File: config.mk
export PLATFORM = sky130hd
export DESIGN_NAME = upd7800_cpgen
export DESIGN_NICKNAME = d
export VERILOG_FILES = /design/src/rtl/upd7800_pkg.sv /design/src/rtl/upd7800_cpgen_prescaler.sv /design/src/rtl/upd7800_cpgen.sv
export SDC_FILE = /design/constraint.sdc
export NUM_CORES = 1
export LEC_CHECK = 0
export CORE_ASPECT_RATIO = 0.8
export CORE_MARGIN = 3
export CORE_UTILIZATION = 42
export DETAILED_ROUTE_END_ITERATION = 12
export GPL_TIMING_DRIVEN = 0
export PLACE_DENSITY_LB_ADDON = 0.1
export SLEW_MARGIN = 30
export SYNTH_ARGS = -nofsm -noshare
export SYNTH_HDL_FRONTEND = slang
export SYNTH_SLANG_ARGS = --single-unit
File: constraint.sdc
create_clock -name CLK -period 1.8 [get_ports CLK]
set_input_delay 0.27 -clock CLK [delete_from_list [all_inputs] [get_ports CLK]]
set_output_delay 0.27 -clock CLK [all_outputs]
set_load 0.05 [all_outputs]
File: src/rtl/upd7800_pkg.sv
// upd7800_pkg: phase encoding shared between the CPU core, its clock generator and benches
package upd7800_pkg;
  typedef enum logic [1:0] {CP1P, CP1N, CP2P, CP2N} cp_phase_t;
endpackage

File: src/rtl/upd7800_cpgen_prescaler.sv
// cpgen_prescaler: divides CLK by DIV into single-cycle phase-step pulses, parked at 0 while HOLD
module cpgen_prescaler #(
  parameter int DIV = 1
) (
  input  logic CLK,
  input  logic RES,
  input  logic CE,
  input  logic HOLD,
  output logic STEP
);
  localparam int W = DIV > 1 ? $clog2(DIV) : 1;
  logic [W-1:0] cnt;
  assign STEP = CE && !HOLD && cnt == W'(DIV - 1);
  // count enabled clocks, wrapping to 0 on each step
  always_ff @(posedge CLK or posedge RES)
    if (RES) cnt <= '0;
    else if (CE && !HOLD) cnt <= STEP ? '0 : cnt + W'(1);
endmodule

File: src/rtl/upd7800_cpgen.sv
// upd7800_cpgen: four-phase CP strobe generator with stop handshake and CPU reset hold
module upd7800_cpgen
  import upd7800_pkg::*;
#(
  parameter int DIV        = 1,
  parameter int RESET_HOLD = 16
) (
  input  logic       CLK,
  input  logic       RES,
  input  logic       CE,
  input  logic       STOP_REQ,
  output logic       STOP_ACK,
  output logic       CP1_POSEDGE,
  output logic       CP1_NEGEDGE,
  output logic       CP2_POSEDGE,
  output logic       CP2_NEGEDGE,
  output logic       CPU_RESETB,
  output logic [1:0] PHASE
);
  cp_phase_t phase;
  logic [3:0] strobe;
  logic [7:0] hold_cnt;
  logic step, stop_now, fire;
  cpgen_prescaler #(.DIV(DIV)) u_prescaler (
    .CLK (CLK),
    .RES (RES),
    .CE  (CE),
    .HOLD(STOP_ACK),
    .STEP(step)
  );
  assign stop_now = step && phase == CP1P && STOP_REQ;
  assign fire = step && !stop_now;
  assign {CP2_NEGEDGE, CP2_POSEDGE, CP1_NEGEDGE, CP1_POSEDGE} = strobe;
  assign PHASE = phase;
  // issue one strobe per step, park at a machine-cycle boundary on stop, release CPU reset after the hold
  always_ff @(posedge CLK or posedge RES)
    if (RES) begin
      phase      <= CP1P;
      strobe     <= '0;
      STOP_ACK   <= 1'b0;
      hold_cnt   <= '0;
      CPU_RESETB <= 1'b0;
    end else begin
      strobe <= fire ? 4'(1) << phase : '0;
      if (fire) phase <= cp_phase_t'(phase + 2'd1);
      if (STOP_ACK && !STOP_REQ) STOP_ACK <= 1'b0;
      else if (stop_now) STOP_ACK <= 1'b1;
      if (fire && phase == CP2N && !CPU_RESETB && hold_cnt != 8'(RESET_HOLD)) hold_cnt <= hold_cnt + 8'd1;
      if (CE && hold_cnt == 8'(RESET_HOLD)) CPU_RESETB <= 1'b1;
    end
endmodule

# After elaboration in Yosys (flattened, before gate mapping)
# Index checks and enable logic that the tools add are counted.
dict set report word_totals {
  input_bits 4
  register_bits 17
}
dict set report op_classes {
  n_eq_ne 3
  n_reduce_logical 16
  n_shift 1
  mux 4
  addsub 3
  bitwise 1
}
# operator n
set ops {}
lappend ops {{$logic_and 1x1->1} 10}
lappend ops {{$add 8x1->8 const B} 1}
lappend ops {{$eq 8x5->1 const B} 1}
lappend ops {{$ne 8x5->1 const B} 1}
lappend ops {{$logic_not 1->1} 4}
lappend ops {{$mux 4} 1}
lappend ops {{$shl 1x2->4 const A} 1}
lappend ops {{$mux 1} 3}
lappend ops {{$add 2x1->2 const B} 1}
lappend ops {{$eq 2x2->1 const B} 1}
lappend ops {{$logic_not 2->1} 1}
lappend ops {{$reduce_bool 2->1} 1}
lappend ops {{$add 1x1->1 const B} 1}
lappend ops {{$not 1->1} 1}

# Depth between registers and ports, before layout
# Gate-level depths: netlist of the first run.
dict set report logic_depth {
  depth_word 10
  depth_mapped 7
  depth_no_buf 6
}

# Cells and area by module
# A second synthesis of the first run with hierarchy kept.
dict set report unflattened {
  cells_unflattened 69
  hier_area_um2 854.6
}
# module seq_area_each_um2 area_each_um2 cells_per_inst instances
set by_module_without_submodules {}
lappend by_module_without_submodules {upd7800_cpgen 400.4 799.5 64 1}
lappend by_module_without_submodules {cpgen_prescaler 25.0 55.1 5 1}

# Least setup slack after synthesis of the first run
# No wires, ideal clock.
dict set report synth_path {
  path_kind {reg2reg}
  from {reg phase[0], in the netlist PHASE[0]}
  to {reg hold_cnt[1]}
  setup_time_ps 125
  required_time_ps 1675
  setup_slack_ps -186
  path_stages_with_launch 8
  arrival_ps 1861
  period_less_slack_ps 1986
  cell_sequence {dfrtp_1 > inv_1 > ha_1 > a21oi_1 > and4bb_1 > buf_6 > nand2_4 > mux2_4}
}
dict set report synth_between {
  elab_chain_len 8
  word_cells_on_any_way 9
}
# element line
set synth_lines {}
lappend synth_lines {{from (decl)} upd7800_cpgen.sv:20} ;# cp_phase_t phase;
lappend synth_lines {{from (signal assigned)} upd7800_cpgen.sv:45} ;# if (fire) phase <= cp_phase_t'(phase + 2'd1);
lappend synth_lines {{$logic_not 2->1} upd7800_cpgen.sv:31} ;# assign stop_now = step && phase == CP1P && STOP_REQ;
lappend synth_lines {{$logic_and 1x1->1 (2 in a row)} upd7800_cpgen.sv:31}
lappend synth_lines {{$logic_not 1->1} upd7800_cpgen.sv:32} ;# assign fire = step && !stop_now;
lappend synth_lines {{$logic_and 1x1->1} upd7800_cpgen.sv:32}
lappend synth_lines {{$logic_and 1x1->1 (*) (3 in a row)} upd7800_cpgen.sv:48} ;# if (fire && phase == CP2N && !CPU_RESETB && hold_cnt != 8'(RESET_HOLD)) hold_cnt <= hold_cnt + 8'd1;
lappend synth_lines {{to (signal assigned)} upd7800_cpgen.sv:48}
lappend synth_lines {{to (decl)} upd7800_cpgen.sv:22} ;# logic [7:0] hold_cnt;
# Every way passes the cells marked *; elsewhere a longest branch is shown, timed or not.
# A chain may end at the register's enable or synchronous reset.

# Final worst setup path of the first run
dict set report layout_path {
  from {reg phase[1], in the netlist PHASE[1]}
  to {reg hold_cnt[1]}
}
# The elaborated chain is that of the path after synthesis.

==> results.md, run 1 <==
* Outcome: complete, no violations
* Crit Reg-Reg Startpoint: PHASE[1]$_DFFE_PP0N_
* Slew HR at 0.580
* Synth top area share at 0.513
* Post-synth top cells: dfrtp_1, xnor2_1, ha_1, inv_1, nand3_1
* Initial DRC Count at 17
* Number of synthesized register bits at 17
* Fraction of layout cells with a size suffix above 1 at 0.179
* Post-synthesis xor/xnor area fraction at 0.0845
* Num ports at 12
* Largest family of logic cells by synthesized area: simple AND/OR/NAND/NOR gates
* Post-Synth Simple-Gate Area at 0.204
* DP Cell Count at 102
* M1 GR Usage at 0.166
* Clock Sinks at 17
* Number of port buffers at 11
* GR Util met2 at 0.165
* P per Cell Area at roughly 1400 nW/µm²
* Fin crit period at 1710 ps
* Asr flop ratio synth at 1.00
* Die X at 55.7 µm
* EDFF count, synth at 0
* Fin crit share at 0.947
* Yosys warns at 0
* Met3 GRT Util at 0.0595
* Grt peak-use layer: met1
* Syn_area_per_cell at between 10 and 15 µm²
* Mapped Cells at a little under 70
* Setup Buffers After CTS at 0
* CTS tree: built
* DR pass1 iterations at 4
* Tot GR Track Use at 0.123
* Seq/Total Area, Yosys at 0.513
* Final setup vio count at 0
* Sum Neg Setup Slack at 0 ps
* Area growth from synthesis to layout at 21.3%
* Avg WL per Cell at 12.4 µm
* Peak supply drop at around 0.97 mV
* Power, Total at approximately 0.0014 W
* Antenna viol nets, final at 0
* Finished Layout Cells at 106
* Die H at between 40 and 50 µm
* Clock power share at 0.142
* Reg power frac at 0.413
* Req. time, crit path at 1980 ps
* Finished Cell Area at 1010 µm²
* Area after DPL at ~970 µm²
* Crit. Startpoint: PHASE[1]$_DFFE_PP0N_
* Top post-synthesis cells by area: dfrtp_1, ha_1, xnor2_1
* DRT Wirelength at ~1300 µm
* Via density at between 4 and 5
* Gate power share at 0.445
* Clock root cell: clkbuf_4
* First-pass GRT wire length at about 2200 µm
* Hpwl dp at ~1000 µm
* Achievable frequency at between 500 and 600 MHz
* Post-synthesis compound-gate area fraction at 0.0498
* Worst-skew pair later-pin latency at between 200 and 300 ps
* Multiplexer fraction of the synthesized cell area at 0.0181
* Critical path class: flop to flop
* Mapped Area at around 830 µm²
* H-tree levels at 1
* Slew Limit Fails at 0
* Diodes inserted at 0
* Final hold vios at 0
* Switching share of total power at 0.415
* Post-Synth Adder-Cell Area at 0.0905
* Total number of vias at just over 500
* Hold slack at about 360 ps
* Clk pin slew, worst setup/hold paths at about 90 ps
* Total CTS buffers at 3
* Pin count of the biggest net entering global routing at 18
* Reg2reg path depth at 7
* Total congestion overflow at 0
* CP Launch Type: flop
* GP Congestion at slightly below 0.8
* Initial antenna violation count at 0
* CP Max Fanout at 7
* Post-CTS Resized at 0
* Pint at approximately 0.00082 W
* CP Capture Type: flop
* Worst Tran Pin Value at 629 ps
* Max Cap Viol at 0
* Ys flop type: dfrtp_1
* CTS max path bufs at 2
* Synth cell types at 24
* Final Net Count at between 90 and 100
* Row Count at 13
* Class of the worst hold path: input port to async pin
* P_leak at ~0.51 nW
* Sw power at ~0.00058 W
* Syn Nets at 79
* CTS Hold Bufs at 0
* Clock skew at about 2.4 ps
* Most common cell in the netlist: dfrtp_1
* Vias in the first global route at between 400 and 500
* Cell taking the most area after synthesis: dfrtp_1
* Core Box Area at roughly 1700 µm²
* Initial Util at 0.477
* Residual DRC at 0
* Full die area at between 2000 and 3000 µm²
* RSZ-0062 raised after global routing: no
* Worst EP arrival at approximately 1900 ps
-- kinds of logic (layout without fill, tap and decap cells) --
logic type | after synthesis | in the layout
buffers and inverters | 7 | 22
adders and majority gates | 6 | 6
AOI/OAI and AO/OA | 5 | 5
muxes | 1 | 1
and+or+nand+nor | 25 | 25
DFF | 17 | 17
xor gates and xnor gates | 8 | 8
-- worst max-delay path, stage by stage, from the launching register on --
cell and delay [ps]:
dfrtp_2 390, inv_1 80, ha_1 240, a21oi_1 170
and4bb_1 230, buf_6 130, nand2_4 60, mux2_4 290
-- metal layers --
| metal | share of wire | up-vias |
|---|---|---|
| li1 | - | 258 |
| met1 | 0.51 | 233 |
| met2 | 0.41 | 16 |
| met3 | 0.069 | 2 |
| met4 | 0.0091 | 0 |
| met5 | 0 | - |
-- path summary, 6_finish.rpt --
kind,to,slack (ps)
worst max-delay path,hold_cnt[1]$_DFFE_PP0P_,90
worst min-delay path,hold_cnt[7]$_DFFE_PP0P_,360
worst max register to register,hold_cnt[1]$_DFFE_PP0P_,90
worst min register to register,hold_cnt[7]$_DFFE_PP0P_,470
max in group asynchronous,PHASE[0]$_DFFE_PP0N_,1000
min in group CLK,hold_cnt[7]$_DFFE_PP0P_,470
-- state kept, by name, summed over array words and instances, names as in the netlist --
name	count
hold_cnt	8
strobe	4
PHASE	2
CPU_RESETB	1
STOP_ACK	1
u_prescaler.cnt	1
-- stage by stage --
step,setup slack (ps),utilization
finish,95.0,0.578
global route,12.8,0.578
CTS,16.0,0.572
detailed placement,15.3,0.557
global placement,42.7,0.557
floorplan,31.2,-
-- cells in the final DEF, fill, tap and decap left out, types with 2 or more instances in the layout --
cell type	Yosys	routed
dfrtp_1	17	15
xnor2_1	8	8
clkdlybuf4s50_1	0	7
ha_1	6	6
inv_1	6	5
nand3_1	5	5
and2_1	4	4
dlymetal6s2s_1	0	4
nor2_1	3	3
clkbuf_4	0	3
dfrtp_2	0	2
and3_1	2	2
nand2_1	2	2
nand4_1	2	2
-- layout make-up --
| class | instances | area [µm²] |
|---|---|---|
| Clock buffer | 4 | 26.3 |
| Fill cell | 146 | 734 |
| Inverter | 6 | 22.5 |
| Timing Repair Buffer | 11 | 120 |
| Multi-Input combinational cell | 45 | 370 |
| Tap cell | 22 | 27.5 |
| Sequential cell | 17 | 428 |
| Buffer | 1 | 11.3 |
-- power by group through the flow --
| stage | sequential (W) | combinational [W] | clock, W |
|---|---|---|---|
| after floorplan | 0.000747 | 0.000272 | 0 |
| after global placement | 0.000578 | 0.000620 | 0 |
| after detailed placement | 0.000586 | 0.000624 | 0 |
| after CTS | 0.000578 | 0.000628 | 0.000207 |
| after global routing | 0.000594 | 0.000669 | 0.000221 |
| final | 0.000576 | 0.000620 | 0.000197 |
Power figures use the tool's default switching activity.
==> run 2: changes to the inputs <==
CTS_CLUSTER_DIAMETER = 50   (was unset)
SKIP_LAST_GASP = 1   (was unset)
==> results of run 2 <==
Final layout, timing and power as in run 1 (identical DEF).
==> run 3: changes to the inputs <==
CORE_MARGIN = unset   (was 3)
==> results.md, run 3 (same netlist as run 1, synthesis figures left out) <==
* CP max stage cell: clkdlybuf4s50_1 (was dfrtp_2)
* Achievable frequency at 574 MHz (was 586 MHz)
* Clk pin slew, worst setup/hold paths at 100 ps (was 90 ps)
* Worst-skew pair later-pin latency at 290 ps (about the same)
* Total CTS buffers at 3 (unchanged)
* First-pass GRT wire length at 2330 µm (was 2230 µm)
* Tot GR Track Use at 0.151 (was 0.123)
* Outcome: complete, no violations (unchanged)
* Final hold vios at 0 (unchanged)
* Full die area at 2160 µm² (was 2550 µm²)
* P per Cell Area at 1400 nW/µm² (was 1380 nW/µm²)
* Initial antenna violation count at 0 (unchanged)
* Initial DRC Count at 17 (unchanged)
* Class of the worst hold path: input port to async pin (unchanged)
* Total number of vias at 531 (was 509)
* Slew HR at 0.583 (was 0.580)
* Crit Reg-Reg Startpoint: PHASE[0]$_DFFE_PP0N_ (was PHASE[1]$_DFFE_PP0N_)
* RSZ-0062 raised after global routing: no (unchanged)
* Max reg flops at 8 (unchanged)
* Fin crit period at 1740 ps (was 1710 ps)
* H-tree levels at 1 (unchanged)
* P_leak at 0.500 nW (was 0.509 nW)
* CP Depth at 1 (was 7)
* Crit. Startpoint: STOP_ACK$_DFFE_PP0P_ (was PHASE[1]$_DFFE_PP0N_)
* Antenna viol nets, final at 0 (unchanged)
* Clock root cell: clkbuf_4 (unchanged)
* Pin count of the biggest net entering global routing at 18 (unchanged)
* Bufs and invs on worst path at 1 (was 2)
* Clock skew at 8.58 ps (was 2.37 ps)
* Worst Tran Pin Value at 625 ps (was 629 ps)
* Fraction of layout cells with a size suffix above 1 at 0.190 (was 0.179)
* CP Capture Type: output pin (was flop)
* CTS tree: built (unchanged)
* Internal reg-to-reg setup slack at 110 ps (was 90 ps)
* Worst EP arrival at 1470 ps (was 1880 ps)
* Reg2reg path depth at 7 (unchanged)
* Total congestion overflow at 0 (unchanged)
* Row Count at 13 (unchanged)
* CTS max path bufs at 2 (unchanged)
* Setup Buffers After CTS at 0 (unchanged)
* Max Cap Viol at 0 (unchanged)
* Residual DRC at 0 (unchanged)
* Largest Register: hold_cnt (unchanged)
* Fill cells at 155 (was 146)
* FF/Latch Area at 428 µm² (unchanged)
* Req. time, crit path at 1530 ps (was 1980 ps)
* DR pass1 iterations at 4 (unchanged)
* Critical path class: flop to output pin (was flop to flop)
* Worst path cell trace: clkdlybuf4s50_1 (was inv_1 -> ha_1 -> a21oi_1 -> and4bb_1 -> buf_6 -> nand2_4 -> mux2_4)
* Area growth from synthesis to layout at 22.2% (was 21.3%)
* CP max stage delay at 810 ps (was 390 ps)
* Fin crit share at 0.967 (was 0.947)
* Peak supply drop at 0.903 mV (was 0.965 mV)
* CP Launch Type: flop (unchanged)
* Most common cell after layout, fill and taps aside: dfrtp_1 (unchanged)
* Die H at 41.8 µm (was 45.8 µm)
* Slew Limit Fails at 0 (unchanged)
* Number of port buffers at 11 (unchanged)
* GP Congestion at 0.704 (was 0.794)
* Clock Sinks at 17 (unchanged)
* Most frequent cells in the layout: dfrtp_1, xnor2_1, clkdlybuf4s50_1 (unchanged)
* DRT Wirelength at 1310 µm (was 1320 µm)
* Power, Total at 0.00142 W (was 0.00139 W)
* Diodes inserted at 0 (unchanged)
* Terminus of the critical flop-to-flop path: hold_cnt[1]$_DFFE_PP0P_ (unchanged)
* Final setup vio count at 0 (unchanged)
* CP Max Fanout at 3 (was 7)
* Post-layout util at 0.582 (was 0.578)
* Core Box Area at 1740 µm² (unchanged)
* CTS Hold Bufs at 0 (unchanged)
* Hpwl dp at 936 µm (was 999 µm)
* Num ports at 12 (unchanged)
* Critical Path Sink: STOP_ACK (was hold_cnt[1]$_DFFE_PP0P_)
* Initial Util at 0.477 (unchanged)
* Avg WL per Cell at 12.4 µm (about the same)
* Multi-input gate area at 379 µm² (was 370 µm²)
* Via density at 5.01 (was 4.80)
* Vias in the first global route at 502 (was 482)
* Final Net Count at 95 (unchanged)
* Die X at 51.7 µm (was 55.7 µm)
* Delay-heaviest family, CP: buffers and inverters (was flip-flops)
* Sum Neg Setup Slack at 0 ps (unchanged)
==> run 3: worst min path at each step <==
stage	cells past startpoint	slack, ps	end
finish	2	350	strobe[3]$_DFF_PP0_
global route	2	410	strobe[0]$_DFF_PP0_
CTS	2	370	strobe[1]$_DFF_PP0_
detailed placement	1	470	hold_cnt[7]$_DFFE_PP0P_
global placement	1	460	hold_cnt[7]$_DFFE_PP0P_
floorplan	1	200	CPU_RESETB$_DFFE_PP0P_
==> run 3: final cells by class <==
type | count | area share
Clock inverter | 1 | 0.00494
Tap cell | 22 | 0.0272
Timing Repair Buffer | 11 | 0.116
Multi-Input combinational cell | 45 | 0.374
Sequential cell | 17 | 0.422
Clock buffer | 3 | 0.0222
Buffer | 1 | 0.0111
Inverter | 6 | 0.0222
==> run 3: what timing repair did <==
| item | 4_1_cts | 5_1_grt |
|---|---|---|
| resized for setup | 0 | 4 |
| hold endpoints to repair | 0 | 0 |
| setup endpoints to repair | 0 | 4 |
==> run 3: report_power, final <==
part / switching (W) / internal [W] / leakage, nW
sequential: 0.0000990 / 0.000479 / 0.224
combinational: 0.000371 / 0.000266 / 0.258
clock: 0.000119 / 0.0000827 / 0.0177
total: 0.000590 / 0.000827 / 0.500
==> run 3: per-layer routing <==
layer / track usage / up-vias / part of all wire
met5: 0 / - / 0
met4: 0.0486 / 0 / 0.013
met3: 0.0769 / 2 / 0.058
met2: 0.171 / 16 / 0.39
met1: 0.237 / 253 / 0.54
li1: - / 260 / -
==> run 3: through the flow <==
step	setup slack, ps	hold WS, ps	std cells	cell area (µm²)
after CTS	2.36	372	106	997
final	59.1	347	106	1010
after detailed placement	33.3	471	102	970
after floorplan	31.2	196	69	832
after global placement	36.1	465	102	970
after global routing	8.29	414	106	1010
